<file path="src/rtl/pool_vert2_if.sv">
// rtl/pool_vert2_if.sv - beat stream in, pooled beat stream out for pool_vert2
interface pool_vert2_if #(
  parameter int DW = 8,
  parameter int DN = 6
);
  logic          i_sof;
  logic [DN*DW-1:0] i_data;
  logic          i_valid;
  logic [DN*DW-1:0] o_data;
  logic          o_valid;
  logic          o_last;

  modport master (
    output i_sof, i_data, i_valid,
    input  o_data, o_valid, o_last
  );

  modport slave (
    input  i_sof, i_data, i_valid,
    output o_data, o_valid, o_last
  );
endinterface

</file>
<file path="src/rtl/pool_vert2.sv">
// rtl/pool_vert2.sv - vertical 2x1 max-pool: buffers one row, merges with the next
// Define POOL_VERT2_SIGNED_EN to compare lanes as two's-complement values.
module pool_vert2 #(
  parameter int DW      = 8,
  parameter int DN      = 6,
  parameter int ROW_LEN = 14
) (
  input  logic         clk,
  input  logic         rst_n,
  pool_vert2_if.slave  bus
);

  localparam int CW = (ROW_LEN > 1) ? $clog2(ROW_LEN) : 1;
  localparam logic [0:0] FILL  = 1'b0;
  localparam logic [0:0] MERGE = 1'b1;

  logic [DN*DW-1:0] line_buf [ROW_LEN];
  logic [CW-1:0]    col;
  logic [0:0]       phase;
  logic [DN*DW-1:0] o_data_q;
  logic             o_valid_q;
  logic             o_last_q;

  logic             col_last;
  logic [DN*DW-1:0] rd_data;
  logic [DN*DW-1:0] max_data;
  logic [DW-1:0]    lane_a;
  logic [DW-1:0]    lane_b;
  logic             lane_ge;

  assign col_last = (col == CW'(ROW_LEN - 1));
  assign rd_data  = line_buf[col];

  always_comb begin
    max_data = '0;
    lane_a   = '0;
    lane_b   = '0;
    lane_ge  = 1'b0;
    for (int i = 0; i < DN; i++) begin
      lane_a = bus.i_data[i*DW +: DW];
      lane_b = rd_data[i*DW +: DW];
`ifdef POOL_VERT2_SIGNED_EN
      lane_ge = ($signed(lane_a) >= $signed(lane_b));
`else
      lane_ge = (lane_a >= lane_b);
`endif
      max_data[i*DW +: DW] = lane_ge ? lane_a : lane_b;
    end
  end

  // A sof beat always lands in slot 0, regardless of where the previous row stopped.
  always_ff @(posedge clk) begin
    if (bus.i_valid) begin
      if (bus.i_sof)
        line_buf[0] <= bus.i_data;
      else if (phase == FILL)
        line_buf[col] <= bus.i_data;
    end
  end

  always_ff @(posedge clk or negedge rst_n) begin
    if (!rst_n) begin
      col       <= '0;
      phase     <= FILL;
      o_data_q  <= '0;
      o_valid_q <= 1'b0;
      o_last_q  <= 1'b0;
    end else begin
      o_valid_q <= 1'b0;
      o_last_q  <= 1'b0;
      if (bus.i_valid) begin
        if (bus.i_sof) begin
          col   <= CW'(1);
          phase <= FILL;
        end else begin
          col <= col_last ? '0 : col + CW'(1);
          if (col_last)
            phase <= ~phase;
          if (phase == MERGE) begin
            o_data_q  <= max_data;
            o_valid_q <= 1'b1;
            o_last_q  <= col_last;
          end
        end
      end
    end
  end

  assign bus.o_data  = o_data_q;
  assign bus.o_valid = o_valid_q;
  assign bus.o_last  = o_last_q;

endmodule

</file>
<file path="src/flat_wrapper.sv">
// flat-port wrapper written by rule: the top's interface ports become plain ports
module pool_vert2_flat 
#(
  parameter int DW      = 8,
  parameter int DN      = 6,
  parameter int ROW_LEN = 14
)
  (clk, rst_n, bus_i_sof, bus_i_data, bus_i_valid, bus_o_data, bus_o_valid, bus_o_last);
  pool_vert2_if #(.DW(DW), .DN(DN)) bus_i ();
  input  logic clk;
  input  logic rst_n;
  input wire logic [$bits(bus_i.i_sof)-1:0] bus_i_sof;
  input wire logic [$bits(bus_i.i_data)-1:0] bus_i_data;
  input wire logic [$bits(bus_i.i_valid)-1:0] bus_i_valid;
  output wire logic [$bits(bus_i.o_data)-1:0] bus_o_data;
  output wire logic [$bits(bus_i.o_valid)-1:0] bus_o_valid;
  output wire logic [$bits(bus_i.o_last)-1:0] bus_o_last;
  assign bus_i.i_sof = bus_i_sof;
  assign bus_i.i_data = bus_i_data;
  assign bus_i.i_valid = bus_i_valid;
  assign bus_o_data = bus_i.o_data;
  assign bus_o_valid = bus_i.o_valid;
  assign bus_o_last = bus_i.o_last;
  pool_vert2 #(.DW(DW), .DN(DN), .ROW_LEN(ROW_LEN)) u_core (.clk(clk), .rst_n(rst_n), .bus(bus_i));
endmodule
</file>
<file path="config.mk">
export PLATFORM = sky130hd
export DESIGN_NAME = pool_vert2_flat
export DESIGN_NICKNAME = d
export VERILOG_FILES = /design/src/rtl/pool_vert2_if.sv /design/src/rtl/pool_vert2.sv /design/src/flat_wrapper.sv
export SDC_FILE = /design/constraint.sdc
export NUM_CORES = 1
export LEC_CHECK = 0
export ABC_AREA = 1
export CORE_MARGIN = 2
export CORE_UTILIZATION = 50
export DETAILED_ROUTE_END_ITERATION = 10
export PLACE_DENSITY = 0.65
export SYNTH_ARGS = -nofsm -noshare
export SYNTH_HDL_FRONTEND = slang
export SYNTH_SLANG_ARGS = --single-unit
</file>
<file path="constraint.sdc">
create_clock -name clk -period 6.65 [get_ports clk]
set_input_delay 1.33 -clock clk [delete_from_list [all_inputs] [get_ports clk]]
set_output_delay 1.33 -clock clk [all_outputs]
set_load 0.05 [all_outputs]
</file>
== Word-level counts from Yosys, hierarchy flattened ==
Memories as Yosys holds them, arrays and structs flattened.
Cells that the tools add are included.
Cells by class
  reductions and logical operators: 4
  add/subtract/negate cells: 1
  order comparisons: 6
  bitwise operators: 2
  equality and inequality tests: 1
  mux-type cells: 26
Operator list (count)
  $ge A8 B8 Y1: 6
  $mux W48: 1
  $mux W8: 6
  $reduce_or A48 Y1: 1
  $mux W1: 16
  $mux W4: 3
  $add A4 B1 Y4 const B: 1
  $eq A4 B4 Y1 const B: 1
  $reduce_and A3 Y1: 1
  $not A1 Y1: 2
  $reduce_and A2 Y1: 1
  $reduce_bool A2 Y1: 1
Storage, ports and cells
  RAM bits: 672
  register bits: 55
  input bits: 52
  output and inout bits: 50
  memories: 1
Memories
  u_core.line_buf: words 14, bits a word 48, rd ports 1, clocked after memory_dff 0, write ports 1, RTL line pool_vert2.sv:17  | logic [DN*DW-1:0] line_buf [ROW_LEN];

== Depth between registers and ports, before layout ==
  depth in word-level cells: 6
  depth in mapped cells: 21

== Worst setup path before layout ==
Ideal clock, no wire load.
  path kind: input-to-reg
  from: input port bus_i_valid
  to: memory u_core.line_buf[0][0] (netlist bit), enable pin
  data required time: 6.137 ns
  path slack: 0.982 ns
  arrival: 5.155 ns
  path buffers: 0
  cell stages on the path: 9
  cells stage by stage: inv_2 nor2_1 inv_1 nor2_1 inv_1 nor2_1 inv_1 nand2_1 nor3_1
On the way
  cells in the longest elaborated chain, start to end: 4
  elaborated cells on any way between the ends: 7
  those cells by class: mux: 6; reduce/logical: 1
Ends and longest elaborated chain
  start: declaration: RTL line flat_wrapper.sv:14  | input wire logic [$bits(bus_i.i_valid)-1:0] bus_i_valid;
  $mux W1: RTL line pool_vert2.sv:53  | if (bus.i_valid) begin
  $mux W1 (not written as such): RTL line pool_vert2.sv:57  | line_buf[col] <= bus.i_data;
  $reduce_or A48 Y1 (no source line)
  $mux W4 (no source line) or $mux W1 (tied branches)
  end: declaration: RTL line pool_vert2.sv:17
Parallel ways exist; a longest one is shown, timed or not.

== Final worst setup path ==
  from: register u_core.col[2]
  to: register u_core.o_data_q[42] (netlist: u_core.bus.o_data[42])
On the way
  cells in the longest elaborated chain, start to end: 3
Ends and longest elaborated chain
  start: declaration: RTL line pool_vert2.sv:18  | logic [CW-1:0] col;
  start signal: assignment: RTL line pool_vert2.sv:76  | col <= col_last ? '0 : col + CW'(1);
  $mem_v2 Z14 W48 *
  $ge A8 B8 Y1: RTL line pool_vert2.sv:45  | lane_ge = (lane_a >= lane_b);
  $mux W8 *: RTL line pool_vert2.sv:47  | max_data[i*DW +: DW] = lane_ge ? lane_a : lane_b;
  end signal: assignment: RTL line pool_vert2.sv:80  | o_data_q <= max_data;
  end: declaration: RTL line pool_vert2.sv:20  | logic [DN*DW-1:0] o_data_q;
Mark *: on every way between the ends. The rest lies on a longest branch, timed or not.
A chain may end at the register's enable or synchronous reset.

==> out/metrics.yaml <==
outcome:
  outcome: "finished, final reports clean"
synthesis:
  synth_seq_cells: 727
  synth_xor_area_share_pct: 0.05465
  muxShareOfSynthArea_pct: 0
  async_reset_ff_share_pct: 7.565
  ys.warnings.count: 0
  synth_top_area_share_pct: 62.96
  ys_seq_area_share_pct: 67.25
  syn_nets: 3136
  synth_top_family_by_area: "simple AND/OR/NAND/NOR gates"
  synth_edf_count: 672
  synth_cell_type_count: 28
  postSynthAreaPerCell_sq_um: 10.56
  netlist_top_cells_area: "edfxtp_1 (63%), nand2_1 (11%), nand3_1 (8.2%)"
  syn_inst: 3034
  yosys.area.top_type: "edfxtp_1"
  synth_common_cells: "nand2_1 (955), edfxtp_1 (672), nand3_1 (523)"
  synth_most_common_cell: "nand2_1"
  synth_ff_type: "edfxtp_1"
  syn_area_sq_mm: 0.03205
  synth-adder-area-share_pct: 1.952
  synth_compound_area_share_pct: 1.257
  yosys.area_share.simple_pct: 23.24
timing:
  rsz0062_at_grt: "false"
  drv_slew: 0
  setup_viol_count_final: 0
  setup_slack_ns: 1.798
  fin_crit_ns: 4.852
  tns_ns: 0
  hold_viol: 0
  finalClockSkew_ns: 0.01799
  clock.fmax_ghz: 0.2061
  finalCritPeriodShare_pct: 72.96
  max_slew_margin_pct: 22.42
  worst_pin_slew_ns: 1.161
  whs_ns: 0.4822
clock_tree:
  hold_buffers: 0
  clk_pin_slew_ns: 0.06
  numCtsBuffers: 77
  clock_latency_ns: 0.61
  cts_tree: "yes"
  cts_buffer_depth: 3
  ctsHtreeMaxLevel: 3
  post_cts_buffers: 0
  cts_root_buf: "clkbuf_16"
  cts.sinks: 727
  cts_resized: 0
min_path:
  worstHoldPathType: "register to register"
  hold_depth: 2
pwr:
  p_per_area_mw_per_mm2: 343.8
  clockPowerShare_pct: 33.4
  switching_share_pct: 31.32
  p_leak_nw: 14.77
  p_seq_share_pct: 43.8
  ir_drop_mv: 0.2657
  internal_power_mw: 8.581
  p_sw_mw: 3.912
  combPwrFrac_pct: 22.8
detailed_routing:
  drt-initial-drc-count: 2026
  viasPerCell: 5.413
  wl_um: 81090
  vias: 21760
  drt_pass1_iterations: 6
  wl_per_cell_um: 20.17
  drc: 0
  postRouteAntennaNets: 0
floorplan:
  die_h_um: 257.2
  die_x_um: 257.2
  die_area_sq_mm: 0.06614
  rows: 92
  core_sq_mm: 0.06320
  io_pins: 102
  start_util_pct: 50.72
worst_setup_path:
  path_common_cell: "nand2_1"
  reg2reg_slack_ns: 1.80
  slowest_stage: "dfrtp_4"
  crit_fanout: 54
  crit_type: "register to register"
  arrival_ns: 5.35
  ff2ff_path_depth: 15
  end_kind: "register"
  start_kind: "register"
  critPathMaxStageDelay_ns: 0.98
  worstPathCellList: "clkinv_2, buf_4, buf_4, nand3_1, nand3_1, and2_1, ha_1, nand2_1, a21oi_1, nor3_1, nand2_1, inv_1, nand3_1, nand2_1, nand2_1"
  cp.required_ns: 7.14
cells_and_area:
  fin_util_pct: 57.51
  nets: 3214
  layout-drive-gt1-share_pct: 5.864
  syn2layout_area_growth_pct: 13.39
  fin_area_sq_mm: 0.03634
  n_fill_cell: 5181
grt:
  antenna_found_initial: 3
  grt_pass1_vias: 21220
  gr-total-overflow: 0
  track_usage_pct: 24.56
  grt_max_degree: 189
  grt_pass1_wl_um: 124100
run:
  maxCapViolCount: 0
placement:
  hpwl_um: 45380
  dpl-instance-area_sq_mm: 0.03389
  portBuffers: 101
  pre_cts_ws_ns: 1.932
  place_congestion: 0.8555
[metrics by stage]
step / std cells / power (mW)
6_report: 4020 / 12.49
5_1_grt: 4019 / 13.04
4_1_cts: 4018 / 12.56
3_5_place_dp: 3879 / 8.394
3_3_place_gp: 3879 / 8.352
2_1_floorplan: 3034 / 7.381
[worst max-delay path, delay by kind of cell (launching register included)]
kind | cells | cell delay, ns
compound gates | 1 | 0.06
fa+ha+maj | 1 | 0.29
buf+inv | 4 | 2.14
flops | 1 | 0.98
simple gates | 9 | 1.20
[placed cells by master (no fill, tap or decap)]
cell type,instances
a21oi_1,63
and2_1,42
buf_12,2
buf_4,46
bufinv_16,5
clkbuf_1,18
clkbuf_16,81
clkbuf_8,3
clkdlybuf4s50_1,100
clkinv_1,9
clkinv_2,19
clkinv_4,2
clkinvlp_4,3
dfrtp_1,51
dfrtp_2,1
dfrtp_4,3
diode_2,2
edfxtp_1,672
ha_1,50
inv_1,331
inv_2,2
inv_4,1
inv_6,2
nand2_1,955
nand2_2,1
nand3_1,523
nor2_1,15
nor2_2,1
nor2_4,12
nor3_1,7
nor3_2,2
o21a_1,1
o21ai_0,13
o22ai_1,1
o32ai_1,1
or2_0,102
or2_1,30
xor2_1,2
[power by group through the flow]
stage          combinational (mW)  sequential (mW)  clock, mW
6_report                     2.85             5.47       4.17
5_1_grt                      3.13             5.50       4.41
4_1_cts                      2.85             5.47       4.24
3_5_place_dp                 2.83             5.56          0
3_3_place_gp                 2.79             5.56          0
2_1_floorplan                1.51             5.87          0
[path summary, 6_finish.rpt]
check                                      start                    end
max in group asynchronous                  rst_n          u_core.col[2]
hold reg to reg            u_core.bus.o_data[31]  u_core.bus.o_data[31]
setup reg to reg                   u_core.col[2]  u_core.bus.o_data[42]
hold / removal             u_core.bus.o_data[31]  u_core.bus.o_data[31]
min in group asynchronous                  rst_n   u_core.bus.o_data[0]
setup / recovery                   u_core.col[2]  u_core.bus.o_data[42]
[cells by family after synthesis]
group / count (synthesis)
buf+inv: 486
xor+xnor: 2
fa+ha+maj: 50
flops: 727
simple gates: 1690
compound gates: 79
[final cells by class]
cell class	count	area [sq um]	area share, %
Tap cell	846	1059	2.913
Multi-Input combinational cell	1821	8596	23.65
Timing Repair Buffer	148	1386	3.815
Antenna cell	2	5.005	0.01377
Clock inverter	37	314.1	0.8641
Inverter	337	1279	3.519
Clock buffer	102	2136	5.877
Sequential cell	727	21570	59.35
[state kept, by name, summed over array words and instances (netlist names)]
register	flops
u_core.line_buf	672
u_core.bus.o_data	48
u_core.col	4
u_core.bus.o_last	1
u_core.bus.o_valid	1
u_core.phase	1
[per-layer routing]
metal / wire length [um] / track usage, % / up-vias / share of wire (%)
li1: - / - / 10220 / -
met1: 35210 / 34.83 / 10590 / 43
met2: 37790 / 38.81 / 821 / 47
met3: 6207 / 4.127 / 130 / 7.7
met4: 1862 / 8.026 / 4 / 2.3
met5: 30 / 0 / - / 0.037
(Power assumes the default switching activity.)
